$ cat src/rtl/regfile_write_arbiter.sv
// regfile_write_arbiter: shares the register-file write port between writeback and multdiv
// Ports:
//   clock, reset                     rising-edge clock, synchronous active-high reset
//   wb_we, wb_rd, wb_data            pipeline writeback request (never stalled)
//   md_done, md_rd, md_data          multdiv result, accepted when md_done && !md_stall
//   md_exception, md_is_div          multdiv exception flag and div/mult selector
//   md_stall, md_pending             holding FIFO full / holds at least one live entry
//   rf_we, rf_rd, rf_data            registered register-file write port
module regfile_write_arbiter #(
    parameter int DEPTH       = 2,
    parameter int RSTATUS_REG = 30,
    parameter int MUL_CODE    = 4,
    parameter int DIV_CODE    = 5
) (
    input  logic        clock,
    input  logic        reset,
    input  logic        wb_we,
    input  logic [4:0]  wb_rd,
    input  logic [31:0] wb_data,
    input  logic        md_done,
    input  logic [4:0]  md_rd,
    input  logic [31:0] md_data,
    input  logic        md_exception,
    input  logic        md_is_div,
    output logic        md_stall,
    output logic        md_pending,
    output logic        rf_we,
    output logic [4:0]  rf_rd,
    output logic [31:0] rf_data
);
    localparam int PW = $clog2(DEPTH);
    localparam int CW = PW + 1;

    logic [4:0]       entRd   [DEPTH];
    logic [31:0]      entData [DEPTH];
    logic [DEPTH-1:0] entValid;
    logic [PW-1:0]    rdPtr, wrPtr;
    logic [CW-1:0]    count;
    logic             mdAccept, wbGrant, fifoEmpty, headValid, popValid, popAny, bypass, push;
    logic [4:0]       xRd;
    logic [31:0]      xData;

    assign md_stall   = count == CW'(DEPTH);
    assign md_pending = |entValid;

    always_comb begin
        mdAccept  = md_done && !md_stall;
        xRd       = md_exception ? 5'(RSTATUS_REG) : md_rd;
        xData     = md_exception ? (md_is_div ? 32'(DIV_CODE) : 32'(MUL_CODE)) : md_data;
        wbGrant   = wb_we && wb_rd != 5'd0;
        fifoEmpty = count == '0;
        headValid = !fifoEmpty && entValid[rdPtr];
        popValid  = !wbGrant && headValid;
        // a squashed head leaves without using the port so the next entry is not delayed
        popAny    = !fifoEmpty && (popValid || !entValid[rdPtr]);
        bypass    = !wbGrant && fifoEmpty && mdAccept && xRd != 5'd0;
        // a same-cycle writeback to the same register is younger, so the md result is dropped
        push      = mdAccept && xRd != 5'd0 && !bypass && !(wbGrant && xRd == wb_rd);
    end

    always_ff @(posedge clock) begin
        if (push) begin
            entRd[wrPtr]   <= xRd;
            entData[wrPtr] <= xData;
        end
    end

    always_ff @(posedge clock) begin
        if (reset) begin
            entValid <= '0;
            rdPtr    <= '0;
            wrPtr    <= '0;
            count    <= '0;
            rf_we    <= 1'b0;
            rf_rd    <= '0;
            rf_data  <= '0;
        end else begin
            for (int i = 0; i < DEPTH; i++)
                if (wbGrant && entRd[i] == wb_rd) entValid[i] <= 1'b0;
            if (popAny) begin
                entValid[rdPtr] <= 1'b0;
                rdPtr           <= rdPtr + PW'(1);
            end
            if (push) begin
                entValid[wrPtr] <= 1'b1;
                wrPtr           <= wrPtr + PW'(1);
            end
            count <= count + CW'(push) - CW'(popAny);
            rf_we <= wbGrant || popValid || bypass;
            if (wbGrant) begin
                rf_rd   <= wb_rd;
                rf_data <= wb_data;
            end else if (popValid) begin
                rf_rd   <= entRd[rdPtr];
                rf_data <= entData[rdPtr];
            end else if (bypass) begin
                rf_rd   <= xRd;
                rf_data <= xData;
            end
        end
    end
endmodule

$ cat config.mk
export PLATFORM = sky130hd
export DESIGN_NAME = regfile_write_arbiter
export DESIGN_NICKNAME = d
export VERILOG_FILES = /design/src/rtl/regfile_write_arbiter.sv
export SDC_FILE = /design/constraint.sdc
export NUM_CORES = 1
export LEC_CHECK = 0
export CORE_ASPECT_RATIO = 1.4
export CORE_UTILIZATION = 30
export DETAILED_ROUTE_END_ITERATION = 10
export PLACE_DENSITY = 0.52
export SLEW_MARGIN = 40
export SYNTH_ARGS = -nofsm -noshare
export SYNTH_HDL_FRONTEND = slang
export SYNTH_SLANG_ARGS = --single-unit
$ cat constraint.sdc
create_clock -name clock -period 9.75 [get_ports clock]
set_input_delay 1.95 -clock clock [delete_from_list [all_inputs] [get_ports clock]]
set_output_delay 1.95 -clock clock [all_outputs]
set_load 0.01 [all_outputs]
# Yosys cells after proc, flatten, opt, wreduce, memory -nomap -nowiden
# Memory sizes are Yosys's and may differ from the RTL's. A register that Yosys moved wholly into a read port is not among the register bits.
# Cells that the tools add are included.
[op_classes]
addsub = 4
magnitude_cmp = 4
eq_ne = 4
muxes = 28
bitwise_logic = 3
n_reduce_logical = 30
[op_table]
columns = ["operator", "n"]
rows = [
  ["two-way mux 32 bit", 4],
  ["two-way mux 5 bit", 4],
  ["logical AND 1 bit", 16],
  ["equality test 5 bit", 3],
  ["two-way mux 1 bit", 15],
  ["nonzero test 5 bit", 2],
  ["logical NOT 1 bit", 6],
  ["two-way mux 2 bit", 3],
  ["< comparator 1 x 2 -> 1 bit, second input constant", 2],
  ["logical OR 1 bit", 3],
  ["nonzero test 3 bit", 1],
  ["adder 1 bit, second input constant", 2],
  ["adder 2 x 1 -> 2 bit", 1],
  ["AND 2 bit", 1],
  ["demux 1 bit (select 1 bit)", 2],
  ["equality test 2 bit, second input constant", 1],
  [">= comparator 1 bit, second input constant", 2],
  ["logical NOT 2 bit", 1],
  ["NOT 2 bit", 1],
  ["OR 2 bit", 1],
  ["OR reduction 2 bit", 1],
  ["subtractor 2 x 1 -> 2 bit", 1],
]
[word_totals]
ff_bits = 44
ram_bits = 74
in_bits = 80
output_inout_bits = 40
wordCells = 82
n_memories = 2
[memory_table]
columns = ["name", "depth", "width", "read_ports", "rd_ports_with_merged_regs", "write_ports", "line", "source"]
rows = [
  ["entData", 2, 32, 1, 1, 1, "35", "logic [31:0] entData [DEPTH];"],
  ["entRd", 2, 5, 3, 1, 1, "34", "logic [4:0] entRd [DEPTH];"],
]

# Logic depth before layout (Yosys ltp)
# Gate-level depths: netlist (run 1).
[depth]
word_depth = 11
mapped_depth = 12

# Least setup slack after synthesis (run 1)
# No wires, ideal clock.
[synth_timing]
path_type = "input-to-reg"
startpoint = "in wb_rd[1]"
endpoint = "mem entData[0][0] (enable)"
setup_time_ns = 0.431
t_arrival_ns = 4.787
required_time_ns = 9.319
path_slack_ns = 4.532
path_stages = 7
path_cell_list = "buf_2 or3_1 o31a_1 buf_6 o311ai_0 o211ai_2 nor2_1"
[synth_between]
elab_chain_cells = 11
elab_cells_between_ends = 14
cone_classes = "eq/ne (1); mux (2); reduce/logical (11)"
[synth_rtl]
columns = ["element", "line", "source"]
rows = [
  ["start, declared", "18", "input logic [4:0] wb_rd,"],
  ["nonzero test 5 bit", "50", "wbGrant = wb_we && wb_rd != 5'd0;"],
  ["logical AND 1 bit", "50", ""],
  ["logical NOT 1 bit", "56", "bypass = !wbGrant && fifoEmpty && mdAccept && xRd != 5'd0;"],
  ["logical AND 1 bit (3 in a row)", "56", ""],
  ["logical NOT 1 bit", "58", "push = mdAccept && xRd != 5'd0 && !bypass && !(wbGrant && xRd == wb_rd);"],
  ["logical AND 1 bit", "58", ""],
  ["logical AND 1 bit *", "58", ""],
  ["two-way mux 1 bit *", "62", "if (push) begin"],
  ["two-way mux 1 bit (not written as such) *", "64", "entData[wrPtr] <= xData;"],
  ["end, declared", "35", ""],
]
# Mark *: on every way between the ends. The rest lies on a longest branch, timed or not.

# Worst setup path in the final report (run 1)
[layout_timing]
startpoint = "in md_exception"
endpoint = "reg count[1]"
[layout_between]
elab_chain_cells = 8
elab_cells_between_ends = 12
cone_classes = "add/sub (2); eq/ne (1); mux (1); reduce/logical (8)"
[layout_rtl]
columns = ["element", "line", "source"]
rows = [
  ["start, declared", "23", "input logic md_exception,"],
  ["two-way mux 5 bit *", "48", "xRd = md_exception ? 5'(RSTATUS_REG) : md_rd;"],
  ["net xRd[3]", "40", "logic [4:0] xRd;"],
  ["nonzero test 5 bit", "56, 58", ""],
  ["logical AND 1 bit", "56", ""],
  ["logical NOT 1 bit", "58", ""],
  ["logical AND 1 bit", "58", ""],
  ["logical AND 1 bit *", "58", ""],
  ["adder 2 x 1 -> 2 bit *", "88", "count <= count + CW'(push) - CW'(popAny);"],
  ["subtractor 2 x 1 -> 2 bit *", "88", ""],
  ["end signal, assigned", "88", ""],
  ["end, declared", "38", "logic [CW-1:0] count;"],
]
# Mark *: on every way through the listed nets, which the timed path passes. The rest lies on a longest branch.
# A chain may end at the register's enable or synchronous reset.

==> results.txt, run 1 <==
----------------------------------------------------
[Synth]
  Main flop type after synthesis ... sky130_fd_sc_hd__edfxtp_1
  YS warnings ... 0
  Biggest area contributors in the synthesized netlist ... sky130_fd_sc_hd__edfxtp_1 40%, sky130_fd_sc_hd__dfxtp_1 16%, sky130_fd_sc_hd__mux2i_1 6.5%
  Number of nets in the synthesized netlist ... roughly 570
  Post-synthesis average cell area ... approximately 11 um^2
  Total of flip-flops plus latches after synthesis ... 119
  Share of Yosys cell area claimed by the top area cell type ... roughly 40%
  Sequential-to-total area share from yosys stat ... between 50% and 60%
  Cell taking the most area after synthesis ... sky130_fd_sc_hd__edfxtp_1
  Fraction of synthesis flops using an asynchronous set or reset pin ... 0%
  Number of distinct library cell variants in the gate-level netlist after synthesis ... 45
  Cell area after technology mapping ... ~5500 um^2
  Count of flip-flops with a built-in enable after synthesis ... 74
  Cell count after synthesis ... between 400 and 500

[Clocking]
  H-tree depth reported by CTS ... 4
  Deepest clock path buffer count ... 2
  Clock tree root driver cell ... sky130_fd_sc_hd__clkbuf_16
  Hold buffer count at cts ... 0
  Clk sink count ... between 100 and 150
  Worst-Skew Late Latency ... ~0.40 ns
  Setup Buffers After CTS ... 0
  Clock transition at the registers of the reported paths ... roughly 0.050 ns
  Clock buffers created by TritonCTS ... 17
  CTS tree ... built
  Number of instances resized during post-cts repair ... 0

[Cells and area]
  Sequential standard cell area ... around 3100 um^2
  Filler cells ... 1766
  Number of inserted diodes ... 0
  Final std cell area, no fill ... approximately 7700 um^2
  Leading cell type in the layout, fill and taps excluded ... sky130_fd_sc_hd__clkdlybuf4s50_1
  Top library cells by usage in the layout, fill and taps aside ... 118 x sky130_fd_sc_hd__clkdlybuf4s50_1, 74 x sky130_fd_sc_hd__edfxtp_1, 44 x sky130_fd_sc_hd__dfxtp_1
  Share of the core filled with cells ... ~43%
  Area used by multi-input combinational logic ... around 2200 um^2
  Proportion of layout cells with a drive suffix above 1 ... 11.04%
  Layout Area Growth over Synthesis ... 38.13%
  Number of nets at the end of the flow ... 685

[Die]
  FP Rows ... a little under 60
  Vert. Die Dim ... 162.8 um
  Width of the chip ... about 120 um
  Core Footprint ... about 18000 um^2
  Area of the die ... between 15000 and 20000 um^2
  Top-Level Pins ... between 100 and 150
  Initial core utilization ... between 30% and 40%

[Timing]
  Clock Skew ... between 0.004 and 0.005 ns
  Highest clock rate ... 222.2 MHz
  Slew headroom ... 45.78%
  Worst Hold Margin ... 0.4735 ns
  RSZ-0062 raised after global routing ... false
  Period Utilization, post-route ... a little under half
  Fin Setup TNS ... 0 ns
  Slew @ Worst Pin ... approximately 0.8 ns
  Finish-stage setup viols ... 0
  Count of endpoints failing hold in the final timing report ... 0
  Max-slew violation count ... 0
  Final Critical Period ... around 4.5 ns

[Global route]
  First-pass GRT wire length ... between 20 and 25 mm
  Via count of the first global-routing pass ... approximately 4.4k
  Number of antenna violations at the first check in global routing ... 0
  Total GRT Usage ... between 15 and 20%
  Sum of overflow across all layers after global routing ... 0
  Maximum number of pins on one net before global-route repair ... 65

[Critical path]
  Element type at the critical path start ... input pin
  CP max FO ... 40
  Setup Crit Path Kind ... in2reg
  WP data required ... 10.04 ns
  Arr. time, crit path ... about 4.8 ns
  Kind of end point of the critical path ... register

[Routing]
  Iteration-0 DRC Markers ... between 150 and 200
  Total length of routed wires ... 14.58 mm
  Length of the first detailed-routing pass in iterations ... 4
  Total DRC errors in the routed layout ... 0
  Detailed-route vias per instance ... 4.881
  Number of nets with antenna violations after detailed routing ... 0
  Total via count in the routed design ... roughly 4.2k
  Routed length per instance ... roughly 17 um

[Power]
  Cell Pwr Density ... about 230 nW/um^2
  Leakage dissipation ... roughly 2.6 nW
  IR drop worst, VDD ... ~0.12 mV
  Total power consumption of the routed design ... between 1.5 and 2 mW

[Placement]
  Final RePlAce weighted congestion ... approximately 0.8
  Number of buffers added on ports ... about 120
  Area of placed instances ... just over 7000 um^2
  DP HPWL ... about 10 mm

[Run status]
  Outcome ... finished clean

[Flow run]
  Max-Cap Viols ... 0

[Hold path]
  Class of the tightest hold or removal check ... reg2reg

----------------------------------------------------
## stage by stage
stage / worst slack (ns) / cells
global placement: 4.511 / 817
global route: 5.050 / 856
finish: 5.250 / 856
floorplan: 4.532 / 492
detailed placement: 4.818 / 824
CTS: 5.242 / 856
## power breakdown
part	total, mW	internal (mW)	leakage, nW	switching (mW)
Combinational	0.425	0.212	1.27	0.213
Sequential	0.684	0.609	1.06	0.0750
Clock	0.653	0.440	0.303	0.214
Total	1.76	1.26	2.63	0.502
## layer usage
layer  part of all wire (%)  track usage (%)
met5                      0                0
met4                    1.2            5.121
met3                    3.8            2.531
met2                     54            29.45
met1                     41            18.49
## cells by family after synthesis
group	count (synthesis)	share of synthesized area [%]
buffers and inverters	45	4.200
flip-flops	119	56.36
AO/OA/AOI/OAI	119	14.81
XOR/XNOR	16	2.529
multiplexers	42	7.767
AND/OR/NAND/NOR	149	13.89
adder cells (fa/ha/maj)	2	0.4515
## final timing paths
path,startpoint,end,slack [ns],depth (start not counted)
hold / removal,rf_data[3],rf_data[3],0.47,1
setup / recovery,md_exception,count[1],5.25,12
setup reg to reg,rdPtr,rf_data[6],7.20,8
hold reg to reg,rf_data[3],rf_data[3],0.47,1
## layout make-up
class                      instances  share of cell area (%)
sequential                       119                   40.85
multi-input combinational        328                   29.21
timing repair buffer             132                   17.73
clock buffer                      23                   6.113
tap                              240                   3.923
clock inverter                     9                   1.929
inverter                           5                  0.2452
## registers in the layout (all words and copies together) (netlist names), named ones only
register	count
rdPtr	1
rf_data	32
wrPtr	1
rf_rd	5
entData	64
rf_we	1
entRd	10
entValid	2
count	2
## cell usage after synthesis, types with 10 or more instances
cell                        n
sky130_fd_sc_hd__edfxtp_1  74
sky130_fd_sc_hd__dfxtp_1   45
sky130_fd_sc_hd__nand2_1   43
sky130_fd_sc_hd__mux2i_1   36
sky130_fd_sc_hd__nor2b_1   34
sky130_fd_sc_hd__nor3_1    34
sky130_fd_sc_hd__a21oi_1   31
sky130_fd_sc_hd__o21ai_0   30
sky130_fd_sc_hd__a22o_1    29
sky130_fd_sc_hd__clkbuf_1  19
sky130_fd_sc_hd__nor2_1    18
sky130_fd_sc_hd__buf_2     12
sky130_fd_sc_hd__xor2_1    10
## critical path: stages
cell	delay [ns]
sky130_fd_sc_hd__buf_2	0.62
sky130_fd_sc_hd__nor2_1	0.28
sky130_fd_sc_hd__inv_1	0.18
sky130_fd_sc_hd__nor3_1	0.06
sky130_fd_sc_hd__o311ai_0	0.52
sky130_fd_sc_hd__o211ai_2	0.26
sky130_fd_sc_hd__ha_1	0.35
sky130_fd_sc_hd__inv_1	0.04
sky130_fd_sc_hd__ha_1	0.17
sky130_fd_sc_hd__xor2_1	0.17
sky130_fd_sc_hd__xnor2_1	0.13
sky130_fd_sc_hd__nor2_1	0.05
No activity file was read; power rests on OpenSTA's default activity.
==> run 2, diff against run 1 <==
clock period = 4.4 ns   (was 9.75 ns; I/O delays follow)
==> results.txt, run 2 (synthesis results as in run 1) <==
----------------------------------------------------
[Critical path]
  Arr. time, crit path ... 3.26 ns (was 4.79 ns)
  Kind of end point of the critical path ... register (unchanged)
  Worst-path cell chain ... clkdlybuf4s50_1 -> or3_1 -> o31a_2 -> o311ai_0 -> o211ai_2 -> buf_4 -> nor2_4 -> buf_4 (was buf_2 -> nor2_1 -> inv_1 -> nor3_1 -> o311ai_0 -> o211ai_2 -> ha_1 -> inv_1 -> ha_1 -> xor2_1 -> xnor2_1 -> nor2_1)
  Worst stage delay on the critical path ... 0.59 ns (was 0.62 ns)
  Critical path buffer and inverter count ... 3 (unchanged)
  CP max FO ... 27 (was 40)
  Dominant delay contributor by cell family on the critical path ... buffers and inverters (unchanged)
  Cell with the largest stage delay on the worst path ... sky130_fd_sc_hd__clkdlybuf4s50_1 (was sky130_fd_sc_hd__buf_2)
  Setup Crit Path Kind ... in2reg (unchanged)
  Worst path most repeated cell ... sky130_fd_sc_hd__buf_4
  Element type at the critical path start ... input pin (unchanged)
  WP data required ... 4.46 ns (was 10.04 ns)

[Routing]
  Iteration-0 DRC Markers ... 144 (was 171)
  Routed length per instance ... 16.53 um (was 17.04 um)
  Post-Route M1 WL ... 5.860 mm (was 5.965 mm)
  Top layer in use ... met4 (unchanged)
  Wire length on met3 ... 557 um (was 551 um)
  Length of the first detailed-routing pass in iterations ... 4 (unchanged)
  Met2 wire len ... 7.592 mm (was 7.889 mm)
  Total via count in the routed design ... 4088 (was 4178)
  Total DRC errors in the routed layout ... 0 (unchanged)
  Total length of routed wires ... 14.15 mm (was 14.58 mm)
  Detailed-route vias per instance ... 4.776 (was 4.881)
  Number of nets with antenna violations after detailed routing ... 0 (unchanged)

[Power]
  Leakage dissipation ... 2.575 nW (was 2.634 nW)
  IR drop worst, VDD ... 0.2798 mV (was 0.1197 mV)
  Clock group share of total power ... 35.3% (was 37.1%)
  Pint ... 2.584 mW (was 1.261 mW)
  Switching power ... 1.163 mW (was 0.5016 mW)
  Cell Pwr Density ... 497.3 nW/um^2 (was 230.3 nW/um^2)
  Switching share of total power ... 31.04% (was 28.45%)
  Comb pwr share ... 24.3% (was 24.1%)
  Sequential fraction of design power ... 40.4% (was 38.8%)

[Clocking]
  Clock buffers created by TritonCTS ... 17 (unchanged)
  Hold buffer count at cts ... 0 (unchanged)
  Worst-Skew Late Latency ... 0.41 ns (was 0.40 ns)
  Clk sink count ... 119 (unchanged)
  Number of instances resized during post-cts repair ... 0 (unchanged)
  Setup Buffers After CTS ... 0 (unchanged)
  Clock transition at the registers of the reported paths ... 0.06 ns (was 0.05 ns)
  Clock tree root driver cell ... sky130_fd_sc_hd__clkbuf_16 (unchanged)
  CTS tree ... built (unchanged)
  Deepest clock path buffer count ... 2 (unchanged)
  H-tree depth reported by CTS ... 4 (unchanged)

[Die]
  Core Footprint ... 18000 um^2 (unchanged)
  Area of the die ... 19030 um^2 (unchanged)
  Initial core utilization ... 30.79% (unchanged)
  Vert. Die Dim ... 162.8 um (unchanged)
  FP Rows ... 58 (unchanged)
  Width of the chip ... 116.9 um (unchanged)
  Top-Level Pins ... 120 (unchanged)

[Cells and area]
  Register with the most flip-flops ... entData (unchanged)
  Layout Area Growth over Synthesis ... 35.94% (was 38.13%)
  Sequential standard cell area ... 3127 um^2 (unchanged)
  Largest regs ... entData (64), rf_data (32), entRd (10) (unchanged)
  Leading cell type in the layout, fill and taps excluded ... sky130_fd_sc_hd__clkdlybuf4s50_1 (unchanged)
  Top library cells by usage in the layout, fill and taps aside ... 117 x sky130_fd_sc_hd__clkdlybuf4s50_1, 74 x sky130_fd_sc_hd__edfxtp_1, 44 x sky130_fd_sc_hd__dfxtp_1 (was 118 x sky130_fd_sc_hd__clkdlybuf4s50_1, 74 x sky130_fd_sc_hd__edfxtp_1, 44 x sky130_fd_sc_hd__dfxtp_1)
  Filler cells ... 1799 (was 1766)
  Number of inserted diodes ... 0 (unchanged)
  Final std cell area, no fill ... 7533 um^2 (was 7655 um^2)
  Post-Layout Cell Count ... 856 (unchanged)
  Area used by multi-input combinational logic ... 2238 um^2 (was 2236 um^2)
  Number of nets at the end of the flow ... 685 (unchanged)
  Proportion of layout cells with a drive suffix above 1 ... 12.01% (was 11.04%)
  Flip-flop count of the largest register after layout ... 64 (unchanged)

[Timing]
  Slew headroom ... 48.67% (was 45.78%)
  Final Critical Period ... about 3.2 ns
  Clock Skew ... 0.007605 ns (was 0.004786 ns)
  Max-slew violation count ... 0 (unchanged)
  Worst Hold Margin ... 0.4760 ns (was 0.4735 ns)
  Worst path setup slack after routing ... 1.199 ns (was 5.250 ns)
  Count of endpoints failing hold in the final timing report ... 0 (unchanged)
  Slew @ Worst Pin ... 0.7670 ns (was 0.8133 ns)
  Period Utilization, post-route ... between 70% and 80%
  RSZ-0062 raised after global routing ... false (unchanged)
  Highest clock rate ... approximately 310 MHz
  Finish-stage setup viols ... 0 (unchanged)
  Fin Setup TNS ... 0 ns (unchanged)

[Placement]
  Number of buffers added on ports ... 119 (unchanged)
  DP HPWL ... 9.610 mm (was 9.977 mm)
  Post-Place Worst Slack ... 0.7787 ns (was 4.818 ns)
  Area of placed instances ... 6963 um^2 (was 7039 um^2)
  Total instance count after detailed placement ... 824 (unchanged)
  Final RePlAce weighted congestion ... 0.7850 (was 0.7802)

[Global route]
  Number of antenna violations at the first check in global routing ... 0 (unchanged)
  Via count of the first global-routing pass ... 4160 (was 4441)
  First-pass GRT wire length ... 22.37 mm (was 22.93 mm)
  Maximum number of pins on one net before global-route repair ... 60 (was 65)
  Total GRT Usage ... 15.67% (was 15.98%)
  Sum of overflow across all layers after global routing ... 0 (unchanged)

[Hold path]
  Class of the tightest hold or removal check ... reg2reg (unchanged)

[Flow run]
  Max-Cap Viols ... 0 (unchanged)

[Run status]
  Outcome ... finished clean (unchanged)

----------------------------------------------------
## run 2: through the flow
stage                     utilization (%)  total power [mW]
after detailed placement            38.69             2.460
after CTS                           41.86             3.785
final                               41.86             3.747
after floorplan                         -             2.078
after global routing                41.86             3.931
after global placement              38.66             2.459
## run 2: layer usage
layer,global-route usage [%],vias up
met5,0,-
met4,4.718,0
met3,3.163,7
met2,27.89,93
met1,18.71,1952
li1,-,2036
## run 2: layout make-up
| cell class | instances | area share, % |
|---|---|---|
| repair buffers | 132 | 16.97 |
| flip-flops and latches | 119 | 41.50 |
| well taps | 240 | 3.986 |
| clock buffers | 17 | 5.647 |
| inverters | 5 | 0.2491 |
| clock inverters | 15 | 1.927 |
| multi-input cells | 328 | 29.71 |
## run 2: power by group through the flow
stage	Clock, mW	Combinational [mW]	Sequential [mW]
detailed placement	0	0.920	1.54
finish	1.32	0.911	1.51
CTS	1.34	0.926	1.52
floorplan	0	0.623	1.46
global placement	0	0.923	1.54
global route	1.39	1.00	1.54
## run 2: final timing paths
path         startpoint             to  slack [ns]  cells past startpoint
max            wb_rd[0]  entData[1][6]        1.20                      8
min          rf_data[4]     rf_data[4]        0.48                      1
max reg2reg       rdPtr    rf_data[22]        1.69                      8
min reg2reg  rf_data[4]     rf_data[4]        0.48                      1
## run 2: worst reg2reg max path: cells and delay by family, from the launching register on
family / cells / cell delay, ns
buffers and inverters: 3 / 0.92
and+or+nand+nor: 3 / 0.77
DFF: 1 / 0.48
muxes: 1 / 0.27
AOI/OAI and AO/OA: 1 / 0.21
==> run 3, diff against run 2 <==
PLACE_DENSITY = 0.54   (was 0.52)
clock period = 2.7 ns   (was 4.4 ns; I/O delays follow)
==> results.txt, run 3 (synthesis results as in run 1) <==
----------------------------------------------------
[Clocking]
  Clock transition at the registers of the reported paths ... 0.06 ns (about the same)
  Hold buffer count at cts ... 0 (unchanged)
  CTS tree ... built (unchanged)
  Worst-Skew Late Latency ... 0.41 ns (about the same)
  Number of instances resized during post-cts repair ... 0 (unchanged)
  Clock tree root driver cell ... sky130_fd_sc_hd__clkbuf_16 (unchanged)
  Clock buffers created by TritonCTS ... 17 (unchanged)
  H-tree depth reported by CTS ... 4 (unchanged)
  Setup Buffers After CTS ... 0 (unchanged)
  Deepest clock path buffer count ... 2 (unchanged)
  Clk sink count ... 119 (unchanged)

[Power]
  IR drop worst, VDD ... 0.3821 mV (was 0.2798 mV)
  Cell Pwr Density ... 784.8 nW/um^2 (was 497.3 nW/um^2)
  Total power consumption of the routed design ... 6.128 mW (was 3.747 mW)
  Leakage dissipation ... 2.737 nW (was 2.575 nW)

[Timing]
  Slew headroom ... 46.23% (was 48.67%)
  Worst path setup slack after routing ... 0.1889 ns (was 1.199 ns)
  Period Utilization, post-route ... between 90% and 100%
  Slew @ Worst Pin ... 0.8035 ns (was 0.7670 ns)
  RSZ-0062 raised after global routing ... false (unchanged)
  Count of endpoints failing hold in the final timing report ... 0 (unchanged)
  Finish-stage setup viols ... 0 (unchanged)
  Highest clock rate ... 398.2 MHz
  Clock Skew ... 0.009871 ns (was 0.007605 ns)
  Max-slew violation count ... 0 (unchanged)
  Final Critical Period ... ~2.5 ns

[Die]
  Vert. Die Dim ... 162.8 um (unchanged)
  Area of the die ... 19030 um^2 (unchanged)
  Initial core utilization ... 30.79% (unchanged)
  Top-Level Pins ... 120 (unchanged)
  Width of the chip ... 116.9 um (unchanged)
  FP Rows ... 58 (unchanged)
  Core Footprint ... 18000 um^2 (unchanged)

[Critical path]
  CP max FO ... 4 (was 27)
  Setup Crit Path Kind ... in2reg (unchanged)
  Arr. time, crit path ... 2.79 ns (was 3.26 ns)
  Register-to-register setup slack ... 0.57 ns (was 1.69 ns)
  WP data required ... 2.98 ns (was 4.46 ns)
  Element type at the critical path start ... input pin (unchanged)
  Kind of end point of the critical path ... register (unchanged)

[Run status]
  Outcome ... finished clean (unchanged)

[Placement]
  Final RePlAce weighted congestion ... 0.7839 (was 0.7850)
  Number of buffers added on ports ... 119 (unchanged)
  DP HPWL ... 10.29 mm (was 9.610 mm)
  Post-Place Worst Slack ... -0.2319 ns (was 0.7787 ns)

[Cells and area]
  Number of nets at the end of the flow ... 714 (was 685)
  Flip-flop count of the largest register after layout ... 64 (unchanged)
  Proportion of layout cells with a drive suffix above 1 ... 15.35% (was 12.01%)
  Leading cell type in the layout, fill and taps excluded ... sky130_fd_sc_hd__clkdlybuf4s50_1 (unchanged)
  Sequential standard cell area ... 3124 um^2 (was 3127 um^2)
  Number of inserted diodes ... 0 (unchanged)
  Register with the most flip-flops ... entData (unchanged)
  Layout Area Growth over Synthesis ... 40.89% (was 35.94%)
  Largest regs ... entData (64), rf_data (32), entRd (10) (unchanged)
  Area used by multi-input combinational logic ... 2262 um^2 (was 2238 um^2)
  Filler cells ... 1764 (was 1799)
  Top library cells by usage in the layout, fill and taps aside ... 118 x sky130_fd_sc_hd__clkdlybuf4s50_1, 74 x sky130_fd_sc_hd__edfxtp_1, 44 x sky130_fd_sc_hd__dfxtp_1 (was 117 x sky130_fd_sc_hd__clkdlybuf4s50_1, 74 x sky130_fd_sc_hd__edfxtp_1, 44 x sky130_fd_sc_hd__dfxtp_1)

[Routing]
  Length of the first detailed-routing pass in iterations ... 4 (unchanged)
  Routed length per instance ... 16.67 um (was 16.53 um)
  Iteration-0 DRC Markers ... 229 (was 144)
  Total via count in the routed design ... 4267 (was 4088)
  Detailed-route vias per instance ... 4.821 (was 4.776)
  Total DRC errors in the routed layout ... 0 (unchanged)
  Number of nets with antenna violations after detailed routing ... 0 (unchanged)
  Total length of routed wires ... 14.75 mm (was 14.15 mm)

[Global route]
  GRT met3 Usage ... 3.275% (was 3.163%)
  First-pass GRT wire length ... 22.99 mm (was 22.37 mm)
  Maximum number of pins on one net before global-route repair ... 64 (was 60)
  Via count of the first global-routing pass ... 4398 (was 4160)
  Sum of overflow across all layers after global routing ... 0 (unchanged)
  Number of antenna violations at the first check in global routing ... 0 (unchanged)
  Total GRT Usage ... 16.24% (was 15.67%)
  Routing layer with the top usage in global route ... met2 (unchanged)
  Fraction of met1 tracks used by global routing ... 18.47% (was 18.71%)
  Met2 Resource Use GR ... 29.05% (was 27.89%)

[Hold path]
  Class of the tightest hold or removal check ... reg2reg (unchanged)

[Flow run]
  Max-Cap Viols ... 0 (unchanged)

----------------------------------------------------
run 3: cell count changes in the layout (fill, tap and decap cells not counted), sizes merged:
cell / change
buf: +28
clkbuf: +5
clkdlybuf4s50: +1
inv: -6
clkinvlp: -4
clkinv: +5
run 3: critical path: stages:
cell and delay, ns:
sky130_fd_sc_hd__clkdlybuf4s50_1 0.48, sky130_fd_sc_hd__buf_4 0.13, sky130_fd_sc_hd__xor2_1 0.17, sky130_fd_sc_hd__nor3_1 0.07, sky130_fd_sc_hd__buf_4 0.15, sky130_fd_sc_hd__o311ai_4 0.31
sky130_fd_sc_hd__o211ai_4 0.12, sky130_fd_sc_hd__ha_1 0.28, sky130_fd_sc_hd__inv_1 0.03, sky130_fd_sc_hd__ha_1 0.17, sky130_fd_sc_hd__xor2_1 0.17, sky130_fd_sc_hd__xnor2_1 0.13
sky130_fd_sc_hd__nor2_1 0.05
run 3: worst paths after layout:
path,from,cells past startpoint,endpoint
setup / recovery,wb_rd[1],13,count[1]
hold / removal,rf_data[4],1,rf_data[4]
setup reg to reg,count[0],10,count[1]
hold reg to reg,rf_data[4],1,rf_data[4]
run 3: stage by stage:
stage	hold slack (ns)	TNS, ns	util (%)	std cells	cell area, um^2
final	0.4725	0	43.38	885	7807
after global routing	0.5107	0	43.38	885	7807
after detailed placement	0.4676	-10.45	40.46	853	7282
after CTS	0.4805	0	43.38	885	7807
after floorplan	0.4935	-1.934	-	492	5599
after global placement	0.4631	-6.313	40.42	853	7274
run 3: routing by layer:
layer	share of wire (%)	up-vias
met5	0	-
met4	2.0	0
met2	54	112
met3	4.5	19
met1	39	2040
li1	-	2096
run 3: report_power, final:
| part | leakage, nW | internal (mW) | switching, mW |
|---|---|---|---|
| combinational | 1.42 | 0.840 | 0.881 |
| sequential | 1.06 | 2.20 | 0.177 |
| clock | 0.261 | 1.25 | 0.783 |
| total | 2.74 | 4.29 | 1.84 |
run 3: area by class of cell:
type | instances | area share (%)
tap | 240 | 3.846
timing repair buffer | 161 | 20.19
multi-input combinational | 328 | 28.97
inverter | 5 | 0.2404
clock inverter | 10 | 1.042
clock buffer | 22 | 5.689
sequential | 119 | 40.02
